### config.mk
export PLATFORM = sky130hd
export DESIGN_NAME = dsm_interp_feeder
export DESIGN_NICKNAME = d
export VERILOG_FILES = /design/src/rtl/dsm_interp_feeder.sv
export SDC_FILE = /design/constraint.sdc
export NUM_CORES = 1
export LEC_CHECK = 0
export BUFFER_PORTS_ARGS = -buffer_cell sky130_fd_sc_hd__buf_4
export CORE_MARGIN = 2
export CORE_UTILIZATION = 50
export CTS_BUF_LIST = sky130_fd_sc_hd__clkbuf_16
export DETAILED_ROUTE_END_ITERATION = 10
export PLACE_DENSITY = 0.68
export SETUP_SLACK_MARGIN = 0.3
export SYNTH_ARGS = -nofsm -noshare
export SYNTH_HDL_FRONTEND = slang
export SYNTH_SLANG_ARGS = --single-unit
### constraint.sdc
create_clock -name i_clk -period 3.5 [get_ports i_clk]
set_input_delay 0.35 -clock i_clk [delete_from_list [all_inputs] [get_ports i_clk]]
set_output_delay 0.35 -clock i_clk [all_outputs]
set_load 0.02 [all_outputs]
### src/rtl/dsm_interp_feeder.sv
// Purpose: buffers upstream samples and feeds a DSM one value per clock over 2^OSR_LOG2 clocks per sample;
//          define DSM_INTERP_LINEAR_EN for linear interpolation, otherwise each sample is held (zero-order hold).
// Latency: first o_sample three clocks after IDLE sees i_en=1 with o_level>=2. Backpressure: o_ready=0 while the buffer is full.
module dsm_interp_feeder #(
    parameter int DATA_WIDTH = 16,
    parameter int OSR_LOG2   = 6,
    parameter int FIFO_DEPTH = 4
) (
    input  logic                         i_clk,
    input  logic                         i_rst_n,
    input  logic                         i_en,
    input  logic                         i_valid,
    input  logic signed [DATA_WIDTH-1:0] i_data,
    output logic                         o_ready,
    output logic                         o_sample,
    output logic signed [DATA_WIDTH-1:0] o_data,
    output logic                         o_underrun,
    output logic [$clog2(FIFO_DEPTH):0]  o_level
);
    localparam int PW = $clog2(FIFO_DEPTH);
    localparam int LW = PW + 1;
    localparam logic [LW-1:0]       DEPTH_L = LW'(FIFO_DEPTH);
    localparam logic [LW-1:0]       TWO_L   = LW'(2);
    localparam logic [OSR_LOG2-1:0] P_LAST  = '1;

    typedef enum logic [1:0] {IDLE, LOAD_CUR, LOAD_NEXT, RUN} state_t;

    // Sample buffer
    logic signed [DATA_WIDTH-1:0] mem_q [FIFO_DEPTH];
    logic [PW-1:0]                wr_ptr_q, wr_ptr_d;
    logic [PW-1:0]                rd_ptr_q, rd_ptr_d;
    logic [LW-1:0]                level_q, level_d;
    logic                         push;
    logic                         pop;
    logic signed [DATA_WIDTH-1:0] head;

    // Interpolator state
    state_t                       state_q, state_d;
    logic signed [DATA_WIDTH-1:0] cur_q, cur_d;
    logic signed [DATA_WIDTH-1:0] next_q, next_d;
    logic [OSR_LOG2-1:0]          p_q, p_d;
    logic                         underrun_q, underrun_d;
    logic                         sample_q, sample_d;
    logic signed [DATA_WIDTH-1:0] data_q, data_d;

    // Readiness comes from the registered count only, so a sample pushed this cycle
    // can never be popped in the same cycle.
    assign o_ready    = (level_q < DEPTH_L);
    assign push       = i_valid && o_ready;
    assign head       = mem_q[rd_ptr_q];
    assign o_level    = level_q;
    assign o_sample   = sample_q;
    assign o_data     = data_q;
    assign o_underrun = underrun_q;

`ifdef DSM_INTERP_LINEAR_EN
    localparam int AW = DATA_WIDTH + OSR_LOG2 + 1;

    // (c*2^OSR + (n-c)*p) >>> OSR; the sum always lies between c and n scaled, so
    // modulo-2^AW arithmetic is exact and no saturation is required.
    function automatic logic signed [DATA_WIDTH-1:0] interp(
        input logic signed [DATA_WIDTH-1:0] c,
        input logic signed [DATA_WIDTH-1:0] n,
        input logic [OSR_LOG2-1:0]          p
    );
        logic signed [DATA_WIDTH:0] delta;
        logic signed [AW-1:0]       acc;
        delta  = {n[DATA_WIDTH-1], n} - {c[DATA_WIDTH-1], c};
        acc    = ({{(OSR_LOG2+1){c[DATA_WIDTH-1]}}, c} << OSR_LOG2)
               + ({{OSR_LOG2{delta[DATA_WIDTH]}}, delta} * {{(DATA_WIDTH+1){1'b0}}, p});
        interp = DATA_WIDTH'(acc >>> OSR_LOG2);
    endfunction
`endif

    // Buffer storage: written on accepted pushes; contents need no reset since level gates reads
    always_ff @(posedge i_clk) begin
        if (push) begin
            mem_q[wr_ptr_q] <= i_data;
        end
    end

    // Buffer pointers and occupancy; simultaneous push and pop leaves the level unchanged
    always_comb begin
        wr_ptr_d = wr_ptr_q;
        rd_ptr_d = rd_ptr_q;
        level_d  = level_q;
        if (push) begin
            wr_ptr_d = wr_ptr_q + 1'b1;
        end
        if (pop) begin
            rd_ptr_d = rd_ptr_q + 1'b1;
        end
        case ({push, pop})
            2'b10:   level_d = level_q + 1'b1;
            2'b01:   level_d = level_q - 1'b1;
            default: level_d = level_q;
        endcase
    end

    // Sequencer: load cur/next, then step the phase and fetch a new sample each period
    always_comb begin
        state_d    = state_q;
        cur_d      = cur_q;
        next_d     = next_q;
        p_d        = p_q;
        underrun_d = underrun_q;
        pop        = 1'b0;
        if (!i_en) begin
            state_d    = IDLE;
            p_d        = '0;
            underrun_d = 1'b0;
        end else begin
            case (state_q)
                IDLE: begin
                    if (level_q >= TWO_L) begin
                        state_d = LOAD_CUR;
                    end
                end
                LOAD_CUR: begin
                    pop     = 1'b1;
                    cur_d   = head;
                    state_d = LOAD_NEXT;
                end
                LOAD_NEXT: begin
                    pop     = 1'b1;
                    next_d  = head;
                    p_d     = '0;
                    state_d = RUN;
                end
                RUN: begin
                    p_d = p_q + 1'b1;
                    if (p_q == P_LAST) begin
                        // Empty at fetch: next stays put, so cur==next and the output holds.
                        cur_d = next_q;
                        if (level_q != '0) begin
                            pop    = 1'b1;
                            next_d = head;
                        end else begin
                            underrun_d = 1'b1;
                        end
                    end
                end
                default: state_d = IDLE;
            endcase
        end
        // Outputs are computed from next-state values so they appear registered in step with p.
        sample_d = (state_d == RUN);
`ifdef DSM_INTERP_LINEAR_EN
        data_d = sample_d ? interp(cur_d, next_d, p_d) : '0;
`else
        data_d = sample_d ? cur_d : '0;
`endif
    end

    // State and output registers with asynchronous clear
    always_ff @(posedge i_clk or negedge i_rst_n) begin
        if (!i_rst_n) begin
            state_q    <= IDLE;
            cur_q      <= '0;
            next_q     <= '0;
            p_q        <= '0;
            underrun_q <= 1'b0;
            sample_q   <= 1'b0;
            data_q     <= '0;
            wr_ptr_q   <= '0;
            rd_ptr_q   <= '0;
            level_q    <= '0;
        end else begin
            state_q    <= state_d;
            cur_q      <= cur_d;
            next_q     <= next_d;
            p_q        <= p_d;
            underrun_q <= underrun_d;
            sample_q   <= sample_d;
            data_q     <= data_d;
            wr_ptr_q   <= wr_ptr_d;
            rd_ptr_q   <= rd_ptr_d;
            level_q    <= level_d;
        end
    end

endmodule

; Word level (Yosys, flattened, before mapping)
; Memory sizes are Yosys's and may differ from the RTL's.
; Cells that the tools add are included.
; W data, S select, Z words.
[totals]
register_bits = 65
mem_bits_rw = 64
output_inout_bits = 22
wordCells = 62
mem_count = 1
[op_classes]
n_addsub = 5
n_lt_le_gt_ge = 2
eq_ne = 13
n_mux = 23
n_reduce_logical = 8
[mem_list]
columns = name, depth, width, rd, rd_ports_with_merged_regs, wr, line
row1 = mem_q, 4, 16, 1, 0, 1, 29  ; logic signed [DATA_WIDTH-1:0] mem_q [FIFO_DEPTH];
[op_table]
columns = op, count
row1 = $mux W16, 5
row2 = $pmux W16 S2, 2
row3 = $pmux W6 S2, 1
row4 = $mux W1, 9
row5 = $eq A2 B2 Y1 const B, 4
row6 = $add A6 B1 Y6 const B, 1
row7 = $eq A6 B6 Y1 const B, 1
row8 = $mux W6, 1
row9 = $ne A2 B2 Y1 const B, 3
row10 = $pmux W2 S3, 1
row11 = $pmux W3 S2, 1
row12 = $add A2 B1 Y2 const B, 2
row13 = $eq A2 B1 Y1 const B, 2
row14 = $mux W2, 2
row15 = $ne A2 B1 Y1 const B, 2
row16 = $reduce_and A4 Y1, 1
row17 = $reduce_bool A2 Y1, 2
row18 = $add A3 B1 Y3 const B, 1
row19 = $ge A3 B2 Y1 const B, 1
row20 = $lt A3 B3 Y1 const B, 1
row21 = $ne A3 B1 Y1 const B, 1
row22 = $reduce_and A3 Y1, 1
row23 = $reduce_bool A3 Y1, 1
row24 = $sub A3 B1 Y3 const B, 1
row25 = 4 further kinds, 4

; Longest topological paths before layout
; Gate-level depths: netlist (run 1).
[depth]
depth_word = 7
mapped_depth = 11
ltp_nobuf = 10

; Least setup slack after synthesis (run 1)
; Ideal clock, no wire load.
[synth_path]
kind = flip-flop to flip-flop
startpoint = register state_q[1]
endpoint = register level_q[2], in the netlist o_level[2]
t_arrival_ns = 2.366
required_time_ns = 3.420
setup_slack_ns = 1.053
stages_incl_launch_ff = 12
path_buffers = 1
cell_sequence = dfrtp_1 -> clkbuf_1 -> clkinv_1 -> ha_1 -> a41oi_1 -> nor3_1 -> ha_1 -> inv_1 -> fa_1 -> xor2_1 -> nor2_1 -> xnor2_1
[synth_between]
elab_chain_cells = 6
word_cells_on_any_way = 10
[synth_rtl]
columns = element, line
row1 = start: declaration, 38  ; state_t state_q, state_d;
row2 = start signal: assignment, 169  ; state_q <= state_d;
row3 = $eq A2 B2 Y1 / $eq A2 B1 Y1 (equally long branches), 113  ; case (state_q)
row4 = $reduce_or A2 Y1 (no line), --
row5 = $pmux W1 S2 *, 113
row6 = $mux W1 *, 108  ; if (!i_en) begin
row7 = net pop, 34  ; logic pop;
row8 = $eq A2 B1 Y1 / $eq A2 B2 Y1 (equally long branches), 93  ; case ({push, pop})
row9 = $pmux W3 S2 / $reduce_bool A2 Y1 (equally long branches), --
row10 = end signal: assignment, 178  ; level_q <= level_d;
row11 = end: declaration, 32  ; logic [LW-1:0] level_q, level_d;
; Mark *: on every way through the listed nets, which the timed path passes. The rest lies on a longest branch.
; A chain may end at the register's enable or synchronous reset.

; Worst setup path in the final report (run 1)
; Same ends and word-level chain as after synthesis.

==> results of run 1 <==
## cell type report
| class | count | area [sq um] | area share |
|---|---|---|---|
| Sequential cell | 129 | 3550 | 0.548 |
| Inverter | 12 | 45.0 | 0.00696 |
| Timing Repair Buffer | 48 | 373 | 0.0576 |
| Clock buffer | 17 | 425 | 0.0657 |
| Tap cell | 140 | 175 | 0.0270 |
| Multi-Input combinational cell | 215 | 1790 | 0.276 |
| Clock inverter | 15 | 121 | 0.0187 |
## worst max-delay path: cells and delay by family, from the launching register on
kind | cells | cell delay [ns]
compound gates | 2 | 0.34
xor+xnor | 2 | 0.27
fa+ha+maj | 3 | 1.12
buf+inv | 1 | 0.06
flops | 1 | 0.49
simple gates | 2 | 0.39
## flip-flops by register name, indices dropped and copies added (netlist names)
register    cells
mem_q          64
next_q         16
o_data         16
rd_ptr_q        2
wr_ptr_q        2
o_sample        1
o_level         3
cur_q          16
o_underrun      1
p_q             6
state_q         2
## where the power goes
part / internal, mW / total [mW] / switching (mW)
logic: 0.723 / 1.55 / 0.829
clock network: 0.965 / 1.60 / 0.635
registers: 1.98 / 2.23 / 0.256
total: 3.66 / 5.38 / 1.72
## kinds of logic after synthesis
family,Yosys count
flops,129
compound gates,83
simple gates,65
mux,50
fa+ha+maj,11
buf+inv,36
xor+xnor,6
## layout by cell type, fill, tap and decap left out, types with 2 or more instances in the layout
master       n
a22oi_1     34
nor3_1       4
mux2_4      10
buf_4       47
clkinvlp_4   5
ha_1        10
nor2_1       9
o21ai_0     19
mux2i_1      2
clkbuf_16   17
clkinv_2     4
mux2_2      22
a21oi_1     23
inv_1       10
nand2_1     39
dfrtp_1     65
clkinv_4     3
xor2_1       3
edfxtp_1    64
and2_1       6
and3_4       2
xnor2_1      3
clkinv_1     4
mux4_2      16
nand3_1      2
## path summary, 6_finish.rpt
path                                 to  slack (ns)  depth (start not counted)
setup / recovery             o_level[2]        0.76                         10
min in group i_clk         mem_q[1][15]        0.14                          1
setup reg to reg             o_level[2]        0.76                         10
hold reg to reg               next_q[1]        0.51                          1
hold / removal                o_data[2]        0.03                          1
max in group asynchronous      cur_q[8]        2.95                          1
## synthesized netlist by cell type, types with 10 or more instances
| cell | n |
|---|---|
| edfxtp_1 | 64 |
| ha_1 | 10 |
| nand2_1 | 39 |
| clkbuf_1 | 13 |
| a22oi_1 | 34 |
| a21oi_1 | 23 |
| mux2_4 | 10 |
| mux2_2 | 22 |
| o21ai_0 | 19 |
| mux4_2 | 16 |
| inv_1 | 10 |
| dfrtp_1 | 65 |
## per-layer routing
metal / wire length [um] / track usage / vias to the layer above
met5: 0 / 0 / -
met4: 144 / 0.0934 / 0
met3: 333 / 0.0520 / 12
met2: 5520 / 0.318 / 70
met1: 4830 / 0.273 / 1672
li1: - / - / 1496
## through the flow
stage                     power (mW)  instance area, sq um   util  setup slack (ns)  cells
after floorplan                 3.33                  5510      -              1.05    380
after global placement          3.75                  5930  0.549             0.880    544
after detailed placement        3.81                  5930  0.549             0.767    544
after CTS                       5.43                  6480  0.600             0.739    576
after global routing            5.70                  6480  0.600             0.546    576
final                           5.38                  6480  0.600             0.756    576
==> run_results.csv, run 1 <==
group,metric,value,unit
outcome,run_status,"finished, final reports clean",
route,drcViolationCount,0,
critical_path,cp_cell_sequence,"ha_1 > o31a_1 > a41oi_1 > nor3_1 > ha_1 > inv_1 > fa_1 > xor2_1 > nor2_1 > xnor2_1",
critical_path,path_max_fanout,13,
timing,setup_viol,0,
placed_design,hpwl,6.63,mm
global_routing,antenna_found_initial,0,
global_routing,grt.total_usage,0.205,
critical_path,endpoint_kind,"flip-flop",
yosys,syn_area,5510,sq um
yosys,yosysTopAreaCell,"edfxtp_1",
placed_design,place.gp.congestion,0.878,
power,leakage,2.49,nW
timing,fin_skew,0.0102,ns
yosys,avgSynthCellArea,14.5,sq um
yosys,synth-seq-area-share,0.644,
timing,rsz0062_at_grt,"false",
critical_path,reg2reg_from,"state_q[1]",
yosys,synth_top_area_share,0.349,
cells_and_area,antennaDiodeCount,0,
clock_network,clockBufferDepth,2,
timing,hold_viol,0,
route,wl,10.8,mm
yosys,postSynthCellCount,380,
yosys,synth_xor_area_frac,0.00953,
clock_network,path_clk_slew,0.06,ns
yosys,ys_types,37,
run,maxCapViolCount,0,
yosys,muxShareOfSynthArea,0.141,
timing,max_slew_margin,0.427,
timing,period_share,0.784,
power,power_density,831,nW/um^2
die,dieHeight,109,um
route,wl_per_cell,18.8,um
critical_path,setup.worst_path.class,"flip-flop to flip-flop",
clock_network,clk_latency,0.41,ns
placed_design,port_buffers,41,
yosys,synthAdderAreaFrac,0.0263,
clock_network,post_cts_buffers,0,
die,fp-row-count,38,
yosys,synth-compound-area-share,0.0944,
yosys,synth-main-ff-cell,"dfrtp_1",
critical_path,critical_path.startpoint,"state_q[1]",
cells_and_area,num-nets-final,454,
route,dr_total_vias,3250,
die,io_pins,42,
critical_path,cp-start-kind,"flip-flop",
clock_network,h-tree-depth,4,
global_routing,grt_pass1_wl,17.8,mm
timing,setup_tns,0,ns
power,max-vdd-ir-drop,333,uV
critical_path,cp.arrival,3.08,ns
cells_and_area,num-fill-cells,821,
cells_and_area,area_delta_synth_final,17.5,%
clock_network,clock-sinks,129,
timing,max_freq,0.364,GHz
yosys,synth_nets,411,
critical_path,required,3.83,ns
route,ant_nets,0,
critical_path,cpMostUsedCell,"ha_1",
route,drt_iter0_markers,188,
timing,worst_pin_slew,0.860,ns
die,initial_core_util,0.511,
yosys,synth_top_family_by_area,"multiplexers",
clock_network,post_cts_resized,0,
global_routing,grt-ovfl-total,0,
hold_path,worstHoldPathType,"input pin to asynchronous set/reset pin",
timing,finalCriticalPeriod,2.74,ns
timing,drv_slew,0,
critical_path,critical-path-max-stage-delay,0.50,ns
global_routing,grt_pass1_vias,3408,
global_routing,grt_max_degree,66,
critical_path,crit_slowest_cell,"ha_1",
yosys,synth-seq-cells,129,
die,fp.coreArea,10800,sq um
route,avgViaCountPerCell,5.64,
timing,hold_ws,0.0293,ns
cells_and_area,drive_above_1_share,0.294,
yosys,ys_top_cells_by_area,"edfxtp_1, dfrtp_1, mux4_2",
yosys,synth-simple-area-share,0.0529,
die,fp.dieW,109,um
yosys,synth_edf_count,64,
clock_network,postCtsHoldBufs,0,
yosys,async_flop_share,0.504,
clock_network,cts-root-buf,"clkbuf_16",
clock_network,cts_buffers,17,
yosys,synth_warnings,0,
route,drtPass1Iterations,5,
die,die_area,11900,sq um
clock_network,tritoncts,"yes",
Power figures use the tool's default switching activity.
==> inputs of run 2 (changes only) <==
PLACE_DENSITY = 0.71   (was 0.68)
clock period = 2.45 ns   (was 3.5 ns; I/O delays follow)
==> run 2 against run 1 <==
Power increased by 47%. Sequential power increased by 40%. Worst setup slack got worse by 0.49 ns. Core utilization increased by 2.1 points. First-iteration DRC count decreased by 24%. Die area unchanged. Critical path type unchanged. Largest power group unchanged. Sequential share of layout area decreased by 1.8 points. Via count increased by 3.3%. Global-route usage decreased by 0.082 points. Design area increased by 3.5%. Combinational power increased by 56%.
==> run_results.csv, run 2 (same netlist as run 1, synthesis figures left out) <==
group,metric,value,unit
timing,setup_tns,0,ns
run,maxCapViolCount,0,
global_routing,grt-ovfl-total,0,
clock_network,clk_latency,0.42,ns
cells_and_area,num-fill-cells,785,
die,fp.coreArea,10800,sq um
global_routing,antenna_found_initial,0,
timing,setup_viol,0,
cells_and_area,final_cell_mix,"edfxtp_1, dfrtp_1, buf_4",
clock_network,clockBufferDepth,2,
timing,finalCriticalPeriod,2.18,ns
route,drtPass1Iterations,4,
cells_and_area,final_common_cell,"edfxtp_1",
clock_network,h-tree-depth,4,
critical_path,critical_path.startpoint,"p_q[0]",
global_routing,grt_pass1_wl,17.5,mm
global_routing,use_met2,0.317,
die,fp-row-count,38,
placed_design,place.gp.congestion,0.742,
critical_path,worstRegToRegCells,10,
critical_path,cp_cell_sequence,"ha_4 > and3_4 > a41oi_2 > nor3_2 > ha_2 > inv_2 > fa_2 > xor2_1 > nor2_1 > xnor2_1",
critical_path,cp_top_family,"adder cells",
route,avgViaCountPerCell,5.66,
power,power_density,1180,nW/um^2
route,ant_nets,0,
route,dr_total_vias,3356,
cells_and_area,largest_reg_flops,64,
critical_path,setup.worst_path.class,"flip-flop to flip-flop",
timing,max_slew_margin,0.443,
timing,rsz0062_at_grt,"true",
placed_design,placed_cells,554,
clock_network,cts-root-buf,"clkbuf_16",
route,wl,10.7,mm
hold_path,hp-start,"i_data[5]",
placed_design,port_buffers,41,
cells_and_area,stdcell_count,593,
die,dieHeight,109,um
hold_path,min_path_cells,1,
cells_and_area,multi_input_area,1840,sq um
power,leakage,2.60,nW
die,fp.dieW,109,um
critical_path,path_max_fanout,4,
global_routing,grt_use_met3,0.0616,
die,die_area,11900,sq um
critical_path,reg2reg_from,"p_q[0]",
critical_path,critical-path-max-stage-delay,0.39,ns
timing,worst_pin_slew,0.836,ns
die,io_pins,42,
critical_path,endpoint_kind,"flip-flop",
cells_and_area,regMostFlops,"mem_q",
timing,fin_skew,0.0104,ns
clock_network,clock-sinks,129,
placed_design,hpwl,6.52,mm
cells_and_area,final_util,0.621,
global_routing,grt_busiest_layer,"met2",
global_routing,grt.total_usage,0.204,
cells_and_area,drive_above_1_share,0.340,
cells_and_area,seqCellArea,3550,sq um
global_routing,gr-usage-met1,0.261,
global_routing,grt_max_degree,66,
critical_path,cp.depth,10,
clock_network,cts_buffers,17,
timing,max_freq,0.459,GHz
critical_path,required,2.79,ns
power,max-vdd-ir-drop,699,uV
critical_path,crit_slowest_cell,"dfrtp_1",
clock_network,path_clk_slew,0.05,ns
die,initial_core_util,0.511,
timing,drv_slew,0,
clock_network,tritoncts,"yes",
route,drt_iter0_markers,142,
timing,hold_viol,0,
critical_path,cp-start-kind,"flip-flop",
cells_and_area,num-nets-final,471,
critical_path,cp.arrival,2.52,ns
hold_path,worstHoldPathType,"input pin to flip-flop",
global_routing,grt_pass1_vias,3489,
cells_and_area,area_delta_synth_final,21.5,%
outcome,run_status,"finished, final reports clean",
timing,hold_ws,0.0300,ns
critical_path,worst-path-buf-inv,1,
route,wl_per_cell,18.0,um
timing,period_share,0.890,
cells_and_area,antennaDiodeCount,0,
route,drcViolationCount,0,
## run 2: cell types whose count changed in the layout (fill, tap and decap cells not counted), moves of 2 or more
| cell | change |
|---|---|
| clkinvlp_4 | -3 |
| buf_4 | +16 |
| ha_4 | +3 |
| dfrtp_1 | -2 |
| ha_1 | -4 |
| dfrtp_2 | +2 |
## run 2: metal layers
layer | vias up | wire length (um)
li1 | 1540 | -
met1 | 1719 | 4840
met2 | 83 | 5210
met3 | 14 | 469
met4 | 0 | 139
met5 | - | 0
## run 2: stage by stage
stage	cell area [sq um]	total power, mW	setup WS (ns)
after floorplan	5550	4.80	0.281
after global placement	6030	5.41	0.171
after detailed placement	6030	5.51	0.121
after CTS	6660	7.96	0.298
after global routing	6700	8.39	0.136
final	6700	7.93	0.269
## run 2: repair_timing
item / CTS / global route
setup endpoints to repair: 18 / 18
setup buffers: 4 / 2
gates resized for setup: 5 / 4
hold buffers: 1 / 0
pin swaps: 4 / 2
hold endpoints to repair: 65 / 0
## run 2: worst paths after layout
kind / end / slack [ns]
min: mem_q[1][5] / 0.03
min in group asynchronous: cur_q[9] / 0.49
max reg2reg: o_level[2] / 0.27
max in group asynchronous: state_q[0] / 1.36
min reg2reg: next_q[3] / 0.51
max: o_level[2] / 0.27
## run 2: cell type report
cell class / count / share of cell area
Tap cell: 140 / 0.0261
Inverter: 12 / 0.00859
Timing Repair Buffer: 65 / 0.0751
Multi-Input combinational cell: 215 / 0.275
Clock buffer: 17 / 0.0635
Clock inverter: 15 / 0.0217
Sequential cell: 129 / 0.530
## run 2: power by group
part | internal [mW] | switching (mW) | leakage, nW
registers | 2.82 | 0.292 | 1.41
logic | 1.14 | 1.28 | 0.916
clock network | 1.48 | 0.910 | 0.279
==> inputs of run 3 (changes only) <==
==> constraint.sdc (replaced) <==
create_clock -name i_clk -period 2.45 [get_ports i_clk]
set_input_delay 0.1225 -clock i_clk [delete_from_list [all_inputs] [get_ports i_clk]]
set_output_delay 0.1225 -clock i_clk [all_outputs]
set_load 0.02 [all_outputs]
==> run 3 against run 2 <==
Non-clock buffer count rose by 16. Wire length grew 1.9%. Largest power group unchanged. Worst hold slack better by 0.12 ns. Sequential power barely moved. Maximum frequency about the same. First-iteration DRC count is 7.7% higher. Power up 0.29%. Design area grew 2.4%. Sequential cell count unchanged.
==> run_results.csv, run 3 (same netlist as run 1, synthesis figures left out) <==
group,metric,value,unit
placed_design,port_buffers,41,
cells_and_area,drive_above_1_share,0.328,
route,wl,10.9,mm
cells_and_area,regMostFlops,"mem_q",
timing,max_freq,0.459,GHz
timing,max_slew_margin,0.443,
route,dr_wl_met3,558,um
die,fp.coreArea,10800,sq um
timing,hold_viol,0,
outcome,run_status,"finished, final reports clean",
route,drtPass1Iterations,4,
cells_and_area,antennaDiodeCount,0,
cells_and_area,multi_input_area,1840,sq um
global_routing,grt_pass1_vias,3569,
critical_path,cp-start-kind,"flip-flop",
cells_and_area,final_cell_mix,"edfxtp_1, dfrtp_1, buf_4",
route,wl_per_cell,17.8,um
die,fp.dieW,109,um
route,route.top_layer_used,"met4",
route,wl_met2,5.30,mm
cells_and_area,seqCellArea,3550,sq um
die,fp-row-count,38,
clock_network,clock-sinks,129,
timing,hold_ws,0.146,ns
clock_network,clk_latency,0.42,ns
route,ant_nets,0,
die,initial_core_util,0.511,
timing,drv_slew,0,
run,maxCapViolCount,0,
route,drcViolationCount,0,
global_routing,grt.total_usage,0.206,
clock_network,tritoncts,"yes",
clock_network,cts_buffers,17,
global_routing,grt_pass1_wl,17.7,mm
timing,fin_skew,0.00840,ns
route,m1WireLength,4.82,mm
die,dieHeight,109,um
clock_network,path_clk_slew,0.06,ns
die,io_pins,42,
route,drt_iter0_markers,153,
route,dr_total_vias,3437,
clock_network,h-tree-depth,4,
cells_and_area,final_common_cell,"edfxtp_1",
clock_network,cts-root-buf,"clkbuf_16",
timing,period_share,0.889,
global_routing,grt_max_degree,66,
timing,setup_viol,0,
power,max-vdd-ir-drop,706,uV
global_routing,grt-ovfl-total,0,
critical_path,setup.worst_path.class,"flip-flop to flip-flop",
timing,finalCriticalPeriod,2.18,ns
placed_design,hpwl,6.52,mm
timing,rsz0062_at_grt,"true",
clock_network,clockBufferDepth,2,
cells_and_area,area_delta_synth_final,24.4,%
cells_and_area,largest_reg_flops,64,
placed_design,placed_area,6030,sq um
critical_path,r2r_setup_slack,0.27,ns
die,die_area,11900,sq um
timing,worst_pin_slew,0.836,ns
placed_design,place.gp.congestion,0.742,
cells_and_area,num-fill-cells,769,
timing,setup_tns,0,ns
power,power_density,1160,nW/um^2
critical_path,required,2.79,ns
critical_path,endpoint_kind,"flip-flop",
power,leakage,2.67,nW
cells_and_area,num-nets-final,487,
route,avgViaCountPerCell,5.64,
global_routing,antenna_found_initial,0,
cells_and_area,final_area,6860,sq um
critical_path,path_max_fanout,4,
hold_path,worstHoldPathType,"input pin to flip-flop",
critical_path,cp.arrival,2.52,ns
run 3: power by group:
| part | internal, mW | switching (mW) |
|---|---|---|
| combinational | 1.16 | 1.28 |
| clock | 1.48 | 0.911 |
| sequential | 2.82 | 0.294 |
| total | 5.47 | 2.49 |
run 3: cell type report:
class / instances / share of cell area
inverter: 12 / 0.00839
clock buffer: 17 / 0.0620
timing repair buffer: 81 / 0.0967
sequential: 129 / 0.518
tap: 140 / 0.0255
multi-input combinational: 215 / 0.269
clock inverter: 15 / 0.0212
run 3: metal layers:
| layer | vias to the layer above | GRT usage |
|---|---|---|
| met2 | 100 | 0.325 |
| met5 | - | 0 |
| li1 | 1575 | - |
| met4 | 0 | 0.103 |
| met3 | 19 | 0.0616 |
| met1 | 1743 | 0.262 |
run 3: worst max-delay path, stage by stage (launching register included):
cell and delay (ns):
dfrtp_1 0.39, ha_4 0.16, and3_4 0.20, a41oi_2 0.14, nor3_2 0.25, ha_2 0.22
inv_2 0.04, fa_2 0.32, xor2_1 0.14, nor2_1 0.11, xnor2_1 0.13
run 3: worst paths after layout:
path                                 from          end  depth (start not counted)
min in group asynchronous         i_rst_n     cur_q[9]                          2
worst min register to register  next_q[3]    next_q[3]                          1
worst min-delay path              i_valid  wr_ptr_q[0]                          4
worst max register to register     p_q[1]   o_level[2]                         10
worst max-delay path               p_q[1]   o_level[2]                         10
max in group asynchronous         i_rst_n   state_q[0]                          2
run 3: timing repair:
| item | in CTS | in global routing |
|---|---|---|
| buffers inserted | 4 | 2 |
| endpoints found under the setup margin | 18 | 18 |
| endpoints found under the hold margin | 129 | 0 |
| pin swaps | 4 | 2 |
| hold buffers | 17 | 0 |
| gates resized for setup | 5 | 4 |
run 3: metrics by stage:
step	total power [mW]	cells	setup slack [ns]	utilization
after floorplan	4.80	380	0.281	-
after global placement	5.41	554	0.171	0.558
after detailed placement	5.51	554	0.121	0.558
after CTS	7.98	607	0.298	0.632
after global routing	8.41	609	0.136	0.636
final	7.96	609	0.271	0.636
